===== src/rtl/barrel_shifter_16.sv =====
// 16-bit logical barrel shifter: four cascaded 2:1 mux stages (by 1, 2, 4, 8)
// feeding a single registered output. Direction 1 = left, 0 = right.
module barrel_shifter_16 (
   input  logic        clk,
   input  logic        rst,
   input  logic [15:0] i,
   input  logic        s0,
   input  logic        s1,
   input  logic        s2,
   input  logic        s3,
   input  logic        shift_sel,
   output logic [15:0] o
);

   logic [15:0] stage_1;
   logic [15:0] stage_2;
   logic [15:0] stage_4;
   logic [15:0] stage_8;

   // Each stage either passes its input or shifts it by its weight, zero-filling
   // the vacated end; bits pushed past the edge are dropped (not a rotate).
   always_comb begin
      stage_1 = i;
      if (s0) begin
         stage_1 = shift_sel ? {i[14:0], 1'b0} : {1'b0, i[15:1]};
      end

      stage_2 = stage_1;
      if (s1) begin
         stage_2 = shift_sel ? {stage_1[13:0], 2'b00} : {2'b00, stage_1[15:2]};
      end

      stage_4 = stage_2;
      if (s2) begin
         stage_4 = shift_sel ? {stage_2[11:0], 4'h0} : {4'h0, stage_2[15:4]};
      end

      stage_8 = stage_4;
      if (s3) begin
         stage_8 = shift_sel ? {stage_4[7:0], 8'h00} : {8'h00, stage_4[15:8]};
      end
   end

   // Only state in the block; reset takes priority over the data path.
   always_ff @(posedge clk) begin
      if (rst) begin
         o <= 16'h0000;
      end else begin
         o <= stage_8;
      end
   end

endmodule


===== config.mk =====
export PLATFORM = sky130hd
export DESIGN_NAME = barrel_shifter_16
export DESIGN_NICKNAME = d
export VERILOG_FILES = /design/src/rtl/barrel_shifter_16.sv
export SDC_FILE = /design/constraint.sdc
export NUM_CORES = 1
export LEC_CHECK = 0
export CAP_MARGIN = 0
export CELL_PAD_IN_SITES_DETAIL_PLACEMENT = 1
export CELL_PAD_IN_SITES_GLOBAL_PLACEMENT = 1
export CORE_MARGIN = 5
export CORE_UTILIZATION = 25
export DETAILED_ROUTE_END_ITERATION = 12
export GPL_TIMING_DRIVEN = 1
export PLACE_DENSITY_LB_ADDON = 0.1
export SETUP_SLACK_MARGIN = 0.3
export SYNTH_ARGS = -nofsm -noshare
export SYNTH_HDL_FRONTEND = slang
export SYNTH_SLANG_ARGS = --single-unit
export TNS_END_PERCENT = 100

===== constraint.sdc =====
create_clock -name clk -period 2.4 [get_ports clk]
set_input_delay 0.48 -clock clk [delete_from_list [all_inputs] [get_ports clk]]
set_output_delay 0.48 -clock clk [all_outputs]
set_load 0.01 [all_outputs]

==> key figures, run 1 <==
Logic synthesis
  • Synth Cell Area: ~0.0021 mm2
  • YS warnings: 0
  • Flops & latches, synth: 16
  • Post-synth EDFFs: 0
  • Sequential cell area fraction in the yosys report: 0.153
  • Yosys top cell area share: 0.153
  • Largest cells by area after synthesis: dfxtp_1, mux2i_1, a211oi_2
  • Synth cell types: 62
  • Mean area per synthesized cell: approximately 8.3 um2
  • Post-synth top flop: dfxtp_1
  • Post-synthesis async set-or-reset flop share: 0
  • Cells after Synth: ~250
  • Leading area contributor after synthesis: dfxtp_1
  • Syn nets: approximately 280

Clocking
  • TritonCTS Buffers: 3
  • Hold Buf Count CTS: 0
  • Reg clk slew, reported paths: roughly 0.05 ns
  • Clk buf depth: 2
  • H-tree level count: 1
  • Clock sink count: 16
  • Root Driver: clkbuf_8
  • TritonCTS clock tree: built

Cells and area
  • Fillers: just under 1000
  • Nets@finish: a little over 300
  • Top Registers: o x16
  • Seq. cell area: between 300 and 400 um2
  • Diode count: 0
  • Fin area: 0.00263 mm2
  • Area growth, synth to finish: 25.6%
  • Max FFs per register: 16
  • Share of cells above drive strength 1: 0.196
  • Area of the multi-input gates: around 0.0016 mm2
  • Top reg by flops: o

GRT
  • Grt ovf: 0
  • Largest net degree at the start of global routing: 25
  • Number of global-route vias before repair: around 2100
  • First-pass GRT wire length: 11900 um
  • All-Layer GR Usage: 0.149
  • Initial antenna violation count: 0

Placed design
  • Pre-CTS setup slack: approximately 0.11 ns
  • Placer Congestion: ~0.82
  • Dpl cell area: about 0.0026 mm2
  • Dpl hpwl: roughly 6000 um
  • Port buffer count: 38

Die
  • Die Wd: ~100 um
  • Top-Level Pins: 39
  • Die Span Y: roughly 100 um
  • Rows: 33
  • Die Area: 0.0103 mm2
  • Core area: 0.00818 mm2
  • Starting Density: 0.256

Worst setup path
  • Worst-path cell chain: clkdlybuf4s50_1, mux2i_1, a31oi_1, o21ai_1, a311o_1, o22ai_2
  • Worst EP arrival: ~2.2 ns
  • Critical path fanouts, max: 8
  • Crit-path slowest cell: clkdlybuf4s50_1
  • Largest stage delay on the critical path: 0.64 ns
  • CP startpoint kind: primary input
  • WP data required: between 2 and 3 ns
  • Critical Path Sink Type: flip-flop
  • CP Class: in -> reg

STA
  • Hold WS: roughly 0.92 ns
  • Max Freq: slightly below 500 MHz
  • Final hold vios: 0
  • Tmin final: 2.02 ns
  • RSZ-0062 raised after global routing: no
  • Post-route clock period utilization: 0.840
  • Headroom to the max-slew limit: 0.613
  • Worst setup margin: ~0.38 ns
  • Final Max Tran Viols: 0
  • Setup TNS: 0 ns
  • # setup viols final: 0
  • Least-Margin Pin Slew: between 0.5 and 0.6 ns

Outcome
  • Status: finished, final reports clean

Power
  • Final Total Pwr: 0.945 mW
  • Sw frac: 0.356
  • Power per cell area: 359 mW/mm2
  • Max VDD drop: between 0.1 and 0.15 mV
  • Gate power share: 0.484
  • Clock power frac: 0.209
  • Seq pwr share: 0.307
  • LEAKAGE: slightly above 1 nW
  • Int Power: roughly 0.6 mW
  • Sw power: about 0.34 mW

Route
  • Drt pass-1 iters: 4
  • Avg WL per Cell: slightly below 20 um
  • # DRC: 0
  • Final ANT Viol Nets: 0
  • Iter 0 DRT Violations: 96
  • Final WL: 7640 um
  • Total number of vias: 2089
  • Vias per cell: between 5 and 6

Min path
  • Hold Crit Class: in -> reg
  • Hold path cells: 4

Flow run
  • Max cap viols: 0
-- cells in the final DEF (no fill, tap or decap), types with 2 or more instances in the layout --
cell and n:
o21bai_1 5, nand2b_1 10, dlymetal6s2s_1 2, o211ai_1 5, dfxtp_1 16, nor2_1 28, buf_2 3, or2_1 3
o2bb2ai_1 2, buf_4 13, mux2i_1 30, inv_1 3, o311a_1 2, a31oi_1 3, buf_12 5, clkdlybuf4s50_1 33
mux2_2 10, clkbuf_8 3, a21oi_1 12, a311o_1 2, o311ai_1 2, a32oi_1 2, o22ai_1 6, a21boi_0 3
a211o_1 5, mux4_2 3, a211oi_2 9, o21ai_1 6, nand3_1 7, o21ai_0 7, nand2_1 15, o31ai_1 2
-- synth_stat cells, types with 2 or more instances --
master,number
a211o_1,5
a211oi_2,9
a21boi_0,3
a21oi_1,12
a311o_1,2
a31oi_1,3
a32oi_1,2
buf_2,7
buf_4,4
buf_6,9
clkbuf_1,2
dfxtp_1,16
inv_1,3
mux2_2,10
mux2i_1,30
mux4_2,3
nand2_1,15
nand2b_1,10
nand3_1,7
nor2_1,28
o211ai_1,5
o21ai_0,7
o21ai_1,6
o21bai_1,5
o22ai_1,6
o2bb2ai_1,2
o311a_1,2
o311ai_1,2
o31ai_1,2
or2_1,3
-- timing repair --
item	CTS	global route
setup endpoints to repair	0	2
buffers inserted	0	1
gates resized for setup	0	2
endpoints found under the hold margin	0	0
-- final timing paths --
path                  slack [ns]  start               to
worst max-delay path        0.38   i[3]  o[6]$_SDFF_PP0_
worst min-delay path        0.92     s1  o[1]$_SDFF_PP0_
-- per-layer routing --
metal	track usage	wire length [um]	vias up
met4	0.0215	61	0
met1	0.212	3790	1030
li1	-	-	1021
met5	0	0	-
met3	0.0152	140	4
met2	0.248	3650	34
-- critical path: cells and delay by family --
kind	cells	cell delay, ns
AOI/OAI and AO/OA	4	0.94
buffers and inverters	1	0.64
muxes	1	0.12
-- area by class of cell --
cell class                      count  area share
Tap cell                          105      0.0499
Clock buffer                        3      0.0157
Multi-Input combinational cell    208       0.592
Sequential cell                    16       0.122
Inverter                            3     0.00428
Timing Repair Buffer               56       0.216
-- metrics by stage --
step | instances | utilization
after global placement | 387 | 0.315
after floorplan | 252 | -
after global routing | 391 | 0.322
after CTS | 390 | 0.320
final | 391 | 0.322
after detailed placement | 387 | 0.315
-- kinds of logic (layout without fill, tap and decap cells) --
kind of cell,Yosys count,in the layout,synth area share
AOI/OAI and AO/OA,85,85,0.315
and+or+nand+nor,79,79,0.194
muxes,44,44,0.235
buffers and inverters,28,62,0.103
DFF,16,16,0.153
-- power by group through the flow --
stage	Clock (mW)	Sequential (mW)	Combinational (mW)
after global routing	0.219	0.292	0.494
after global placement	0	0.296	0.459
final	0.197	0.290	0.457
after detailed placement	0	0.297	0.456
after CTS	0.206	0.291	0.458
after floorplan	0	0.307	0.269
Power figures use the tool's default switching activity.
==> inputs of run 2 (changes only) <==
==> constraint.sdc (replaced) <==
create_clock -name clk -period 1.9 [get_ports clk]
set_input_delay 0.38 -clock clk [delete_from_list [all_inputs] [get_ports clk]]
set_output_delay 0.38 -clock clk [all_outputs]
set_load 0.01 [all_outputs]
==> key figures, run 2 (synthesis gave the netlist of run 1 again) <==
Min path
  • Hold Crit Class: in -> reg

Worst setup path
  • Worst EP arrival: 1.76 ns
  • Worst setup endpoint: o[5]$_SDFF_PP0_
  • CP Launch Point: shift_sel
  • Critical Path Sink Type: flip-flop
  • Critical path fanouts, max: 13
  • CP startpoint kind: primary input
  • CP Class: in -> reg
  • WP data required: around 2.1 ns

Cells and area
  • Area growth, synth to finish: 56.8%
  • Layout Cells excl Fill: 457
  • Most common cell after layout, fill and taps aside: buf_4
  • Diode count: 0
  • Fillers: 973
  • Top Registers: o x16
  • Share of cells above drive strength 1: 0.429
  • Fin area: 0.00329 mm2
  • Nets@finish: approximately 380
  • Max FFs per register: 16
  • Most frequent cells in the layout: buf_4, nor2_1, mux2i_1
  • Top reg by flops: o

Placed design
  • Placed cell count: approximately 440
  • Dpl cell area: approximately 0.003 mm2
  • Placer Congestion: around 0.80
  • Port buffer count: 38
  • Dpl hpwl: about 6800 um

Route
  • Avg WL per Cell: around 19 um
  • Final WL: about 8500 um
  • Final ANT Viol Nets: 0
  • Total number of vias: 2358
  • # DRC: 0
  • Drt pass-1 iters: 4
  • Vias per cell: about 5.2
  • Iter 0 DRT Violations: 76

Die
  • Rows: 33
  • Top-Level Pins: 39
  • Die Area: just over 0.01 mm2
  • Die Wd: 102 um
  • Starting Density: 0.256
  • Die Span Y: just over 100 um
  • Core area: just over 0.008 mm2

Clocking
  • Reg clk slew, reported paths: ~0.060 ns
  • Clock sink count: 16
  • TritonCTS clock tree: built
  • Clk buf depth: 2
  • TritonCTS Buffers: 3
  • Hold Buf Count CTS: 0
  • Root Driver: clkbuf_8
  • H-tree level count: 1

Power
  • Power per cell area: about 410 mW/mm2
  • Max VDD drop: 0.253 mV
  • LEAKAGE: ~1.4 nW

GRT
  • Largest net degree at the start of global routing: 27
  • First-pass GRT wire length: about 13000 um
  • All-Layer GR Usage: 0.167
  • Initial antenna violation count: 0
  • Grt ovf: 0
  • Number of global-route vias before repair: between 2000 and 2500

STA
  • Least-Margin Pin Slew: roughly 0.35 ns
  • Max Freq: about 630 MHz
  • Setup TNS: 0 ns
  • Final hold vios: 0
  • Post-route clock period utilization: 0.836
  • # setup viols final: 0
  • Tmin final: around 1.6 ns
  • RSZ-0062 raised after global routing: yes
  • Headroom to the max-slew limit: 0.765
  • Final Max Tran Viols: 0

Flow run
  • Max cap viols: 0

Outcome
  • Status: finished, final reports clean
==> run 2: critical path, stage by stage <==
cell,delay (ns)
buf_8,0.15
buf_12,0.12
buf_4,0.14
nand2b_1,0.15
a31oi_4,0.11
or4_4,0.50
a31oi_4,0.19
==> run 2: how the worst min path moves through the flow <==
stage / cells past startpoint / slack [ns] / to / from
after CTS: 5 / 0.74 / o[12]$_SDFF_PP0_ / s1
after global placement: 5 / 1.00 / o[12]$_SDFF_PP0_ / s1
after global routing: 3 / 0.53 / o[5]$_SDFF_PP0_ / rst
after floorplan: 1 / 0.45 / o[5]$_SDFF_PP0_ / rst
after detailed placement: 5 / 0.99 / o[12]$_SDFF_PP0_ / s1
final: 3 / 0.49 / o[5]$_SDFF_PP0_ / rst
==> run 2: final cells by class <==
type	instances	area, um2	share of cell area
tap	105	131	0.0400
inverter	3	11.3	0.00343
sequential	16	320	0.0974
timing repair buffer	122	1060	0.323
multi-input combinational	208	1720	0.523
clock buffer	3	41.3	0.0126
==> run 2: what timing repair did <==
action,CTS,global route
buffers inserted,0,9
pin swaps,15,11
resized for setup,35,49
cloned,0,1
setup endpoints to repair,16,15
==> run 2: stage by stage <==
step	utilization	worst slack (ns)	power, mW	hold slack, ns
6_report	0.402	0.312	1.36	0.494
4_1_cts	0.374	0.302	1.31	0.737
5_1_grt	0.402	0.269	1.45	0.526
3_5_place_dp	0.365	-0.299	1.05	0.993
2_1_floorplan	-	0.313	0.727	0.449
3_3_place_gp	0.365	-0.286	1.04	1.00
==> run 2: metal layers <==
| layer | global-route usage | up-vias | share of wire | routed length [um] |
|---|---|---|---|---|
| met1 | 0.214 | 1146 | 0.46 | 3870 |
| met3 | 0.0207 | 8 | 0.029 | 249 |
| li1 | - | 1156 | - | - |
| met2 | 0.306 | 48 | 0.50 | 4260 |
| met4 | 0.0204 | 0 | 0.010 | 88 |
| met5 | 0 | - | 0 | 0 |
==> run 2: power breakdown <==
part | internal (mW) | switching [mW]
clock network | 0.140 | 0.105
registers | 0.360 | 0.00627
logic | 0.382 | 0.362
==> inputs of run 3 (changes only) <==
==> constraint.sdc (replaced) <==
create_clock -name clk -period 1.55 [get_ports clk]
set_input_delay 0.31 -clock clk [delete_from_list [all_inputs] [get_ports clk]]
set_output_delay 0.31 -clock clk [all_outputs]
set_load 0.01 [all_outputs]
==> key figures, run 3 (synthesis gave the netlist of run 1 again) <==
Flow run
  • Max cap viols: 0

Worst setup path
  • Most frequent CP cell: buf_12
  • Crit-path slowest cell: a311oi_4
  • Worst path bufs/invs: 4
  • Critical path fanouts, max: 6
  • Worst-path cell chain: buf_12, buf_12, buf_6, nor2_4, a211oi_2, buf_4, a311oi_4, a211o_1, o211ai_1
  • Largest stage delay on the critical path: about 0.32 ns
  • WP data required: 1.69 ns
  • CP startpoint kind: primary input
  • CP Class: in -> reg
  • Family with the most delay on the worst path: compound AO/OA/AOI/OAI gates
  • Worst EP arrival: around 1.6 ns
  • Critical Path Sink Type: flip-flop

GRT
  • All-Layer GR Usage: 0.192
  • Initial antenna violation count: 0
  • Number of global-route vias before repair: 2683
  • Largest net degree at the start of global routing: 17
  • Grt ovf: 0
  • First-pass GRT wire length: between 15000 and 20000 um

Power
  • Final Total Pwr: approximately 2.0 mW
  • Max VDD drop: 0.237 mV
  • LEAKAGE: between 1.5 and 2 nW
  • Power per cell area: between 500 and 600 mW/mm2

Cells and area
  • Nets@finish: 407
  • Max FFs per register: 16
  • Top reg by flops: o
  • Fin area: 0.00395 mm2
  • Most common cell after layout, fill and taps aside: buf_4
  • Share of cells above drive strength 1: 0.595
  • Layout Cells excl Fill: 488
  • Most frequent cells in the layout: buf_4, mux2i_1, nor2_1, dlygate4sd2_1, dfxtp_1
  • Top Registers: o x16
  • Area growth, synth to finish: 88.3%
  • Diode count: 0

Clocking
  • Root Driver: clkbuf_8
  • Clk buf depth: 2
  • TritonCTS clock tree: built
  • H-tree level count: 1
  • Reg clk slew, reported paths: approximately 0.07 ns
  • Hold Buf Count CTS: 0
  • Clock sink count: 16
  • TritonCTS Buffers: 3

Route
  • # DRC: 0
  • Vias per cell: 5.14
  • Total number of vias: between 2000 and 3000
  • Final ANT Viol Nets: 0
  • Final WL: 9990 um
  • Drt pass-1 iters: 4
  • Iter 0 DRT Violations: between 90 and 100
  • Avg WL per Cell: slightly above 20 um

STA
  • Worst setup margin: about 0.12 ns
  • Max Freq: ~700 MHz
  • Post-route clock period utilization: 0.925
  • RSZ-0062 raised after global routing: yes
  • Final Max Tran Viols: 0
  • Headroom to the max-slew limit: 0.723
  • # setup viols final: 0
  • Final hold vios: 0
  • Setup TNS: 0 ns
  • Tmin final: about 1.4 ns
  • Least-Margin Pin Slew: 0.414 ns

Placed design
  • Placer Congestion: 0.900
  • Dpl hpwl: just under 7000 um
  • Dpl cell area: 0.00315 mm2
  • Port buffer count: 38
  • Pre-CTS setup slack: -0.565 ns
  • Placed cell count: around 460

Die
  • Starting Density: 0.256
  • Rows: 33
  • Die Area: around 0.010 mm2
  • Top-Level Pins: 39
  • Core area: slightly above 0.008 mm2
  • Die Wd: 102 um
  • Die Span Y: approximately 100 um

Outcome
  • Status: finished, final reports clean

Min path
  • Hold Crit Class: in -> reg
## run 3: report_power, final
part	switching (mW)	internal, mW
clock	0.162	0.226
combinational	0.548	0.600
sequential	0.00637	0.441
## run 3: per-stage QoR
| step | util | hold slack, ns |
|---|---|---|
| final | 0.483 | 0.507 |
| after global routing | 0.483 | 0.550 |
| after CTS | 0.457 | 0.546 |
| after detailed placement | 0.385 | 0.924 |
| after global placement | 0.385 | 0.913 |
| after floorplan | - | 0.379 |
## run 3: per-layer routing
| layer | part of all wire | routed length [um] | up-vias | GRT usage |
|---|---|---|---|---|
| met5 | 0 | 0 | - | 0 |
| met4 | 0.021 | 205 | 0 | 0.0573 |
| met3 | 0.020 | 198 | 12 | 0.0145 |
| met2 | 0.49 | 4890 | 41 | 0.328 |
| met1 | 0.47 | 4700 | 1234 | 0.258 |
| li1 | - | - | 1219 | - |
## run 3: path summary, 6_finish.rpt
path | depth (start not counted) | slack, ns | endpoint | startpoint
worst max-delay path | 9 | 0.12 | o[14]$_SDFF_PP0_ | s0
worst min-delay path | 4 | 0.51 | o[7]$_SDFF_PP0_ | i[15]
## run 3: tightest hold or removal path, cell delays in order
cell and delay [ns]:
clkbuf_2 0.13, buf_4 0.11, nand2_1 0.07, o32ai_2 0.09
## run 3: timing repair
item	in CTS	in global routing
gates resized for setup	154	45
cloned	4	0
setup buffers	11	11
setup endpoints to repair	32	16
pin swaps	31	22
## run 3: cell type report
cell class / instances / area (um2)
Fill cell: 943 / 4230
Multi-Input combinational cell: 208 / 1990
Timing Repair Buffer: 152 / 1430
Sequential cell: 16 / 320
Tap cell: 105 / 131
Clock buffer: 4 / 55.1
Inverter: 3 / 17.5
==> patch: new RTL, config.mk and constraints of run 1 <==
Reset style: asynchronous (`rst`), changed in one clocked block.
--- a/src/rtl/barrel_shifter_16.sv
+++ b/src/rtl/barrel_shifter_16.sv
@@ -42,7 +42,7 @@
    end
 
    // Only state in the block; reset takes priority over the data path.
-   always_ff @(posedge clk) begin
+   always_ff @(posedge clk or posedge rst) begin
       if (rst) begin
          o <= 16'h0000;
       end else begin
Behaviour: differs if rst is asserted again (counterexample within 4 cycles, from zero or initial values and one cycle with rst high); with rst held inactive, the same outputs for 10 cycles.
==> patch against run 1 <==
Sequential share of layout area is 2.0 points higher; routed wire length is 6.9% higher; first-iteration DRC count is 34% higher; area after synthesis is 3.8% lower; total power is 16% higher; worst setup slack worse by 32 ps; global-route usage is 1.9 points higher; sequential cell count stayed put; design area is 7.0% higher; count of clock-buffer cells in the layout is 1 higher; highest routed layer unchanged.
==> patch: results (changes against run 1) <==
[cells_and_area]
nets = 322  ; +3.5%
num-multi-input-gates = 190  ; -8.7%
seq_area_share_pct = 14.22  ; +2.0 points
nNonClkInverters = 12  ; +9
num-nonclk-buffers = 76  ; +36%
clkbuf_count = 4  ; +1
antenna_cells = 0  ; unchanged
reg.largest.list = o x16
multi_input_area_mm2 = 0.001433  ; -8.1%
drive_above_1_share_pct = 25.84  ; +6.3 points
multi_input_area_share_pct = 50.87  ; -8.4 points
fill_cells = 940  ; -2.8%
seq_cells = 16  ; unchanged
clockNetworkAreaShare_pct = 1.955  ; +0.39 points
final-nonclk-buf-share_pct = 26.70  ; +5.1 points

[placement]
dp_hpwl_um = 6302  ; +4.2%
place_congestion = 0.8546  ; +4.7%
placedCellCount = 392  ; +1.3%
dp_slack_ps = -46.13  ; -154.8 ps
io_buffers = 38  ; unchanged
place_area_mm2 = 0.002669  ; +3.5%

[yosys]
syn_nets = 262  ; -4.7%
syn_inst = 239  ; -5.2%
synthTopCellsByCount = nand2_1, mux2i_1, nor2_1
ys_types = 55  ; -11%
synth-seq-area-share_pct = 19.85  ; +4.6 points
ys_warn_count = 0  ; unchanged
netlist_top_cells_area = dfrtp_1, mux2i_1, mux2_2, mux4_2, nand2_1
async_flop_share_pct = 100.0  ; +100 points

[min_path]
hold_path_class = in -> async

[routing]
drtIter0Drc = 129  ; +34%
dr.pass1.iters = 5  ; +1
dr_wl_met2_um = 4008  ; +9.8%
drt-total-wl_um = 8172  ; +6.9%
wire_per_inst_um = 20.43  ; +4.5%
met1_length_um = 3601  ; -5.0%
vias_per_cell = 5.530  ; +3.5%
wl_met3_um = 350  ; +150%

[timing]
worst_slew_pin_slew_ps = 633.2  ; +52.92 ps
clock.fmax_mhz = 488.1  ; -1.6%
whs_ps = 607.1  ; -308.8 ps

[critical_path]
worstSetupEndpoint = o[10]
crit_family = multiplexers
cpPeakStageDelay_ps = 580  ; -60 ps
crit_fanout = 7  ; -1
cp-startpoint = i[9]

[cts]
cts_buffers = 3  ; unchanged
clkTransAtPathRegs_ps = 70  ; +20 ps
cts_max_level = 1  ; unchanged

[outcome]
outcome = complete, no violations

[grt]
antenna_found_initial = 0  ; unchanged
grt_pass1_wl_um = 13150  ; +11%
use_met1_pct = 22.66  ; +1.5 points
met2_usage_pct = 28.27  ; +3.5 points
grt_max_degree = 28  ; +12%
grt.total_usage_pct = 16.74  ; +1.9 points
grt.met3_usage_pct = 2.015  ; +0.50 points
grt_pass1_vias = 2302  ; +10%

[power_and_ir_drop]
vdd_drop_max_mv = 0.1681  ; +28%
p_leak_nw = 1.217  ; +21%

-- patch: cell types whose count changed in the layout (fill, tap and decap cells not counted), moves of 6 or more --
cell      delta
dfxtp_1     -16
nand2_1     +10
o21ai_0      +8
dfrtp_1     +16
a211oi_2     -6
inv_1        +8
mux2i_1      -8
nor2_1      -10
buf_4       +19
-- patch: where the power goes --
group / total (mW) / switching [mW] / internal (mW)
Combinational: 0.537 / 0.273 / 0.263
Clock: 0.248 / 0.103 / 0.146
Sequential: 0.307 / 0.00939 / 0.297
-- patch: logic make-up (layout without fill, tap and decap cells) --
kind of cell / Yosys count / count (layout) / share of synthesized area (%)
buffers and inverters: 33 / 92 / 10.61
muxes: 40 / 40 / 24.57
AOI/OAI and AO/OA: 84 / 84 / 30.40
and+or+nand+nor: 66 / 66 / 14.58
DFF: 16 / 16 / 19.85
-- patch: timing repair --
action / CTS / global route
setup buffers: 1 / 2
gates cloned: 1 / 0
hold buffers: 0 / 0
endpoints found under the setup margin: 9 / 9
gates resized for setup: 4 / 10
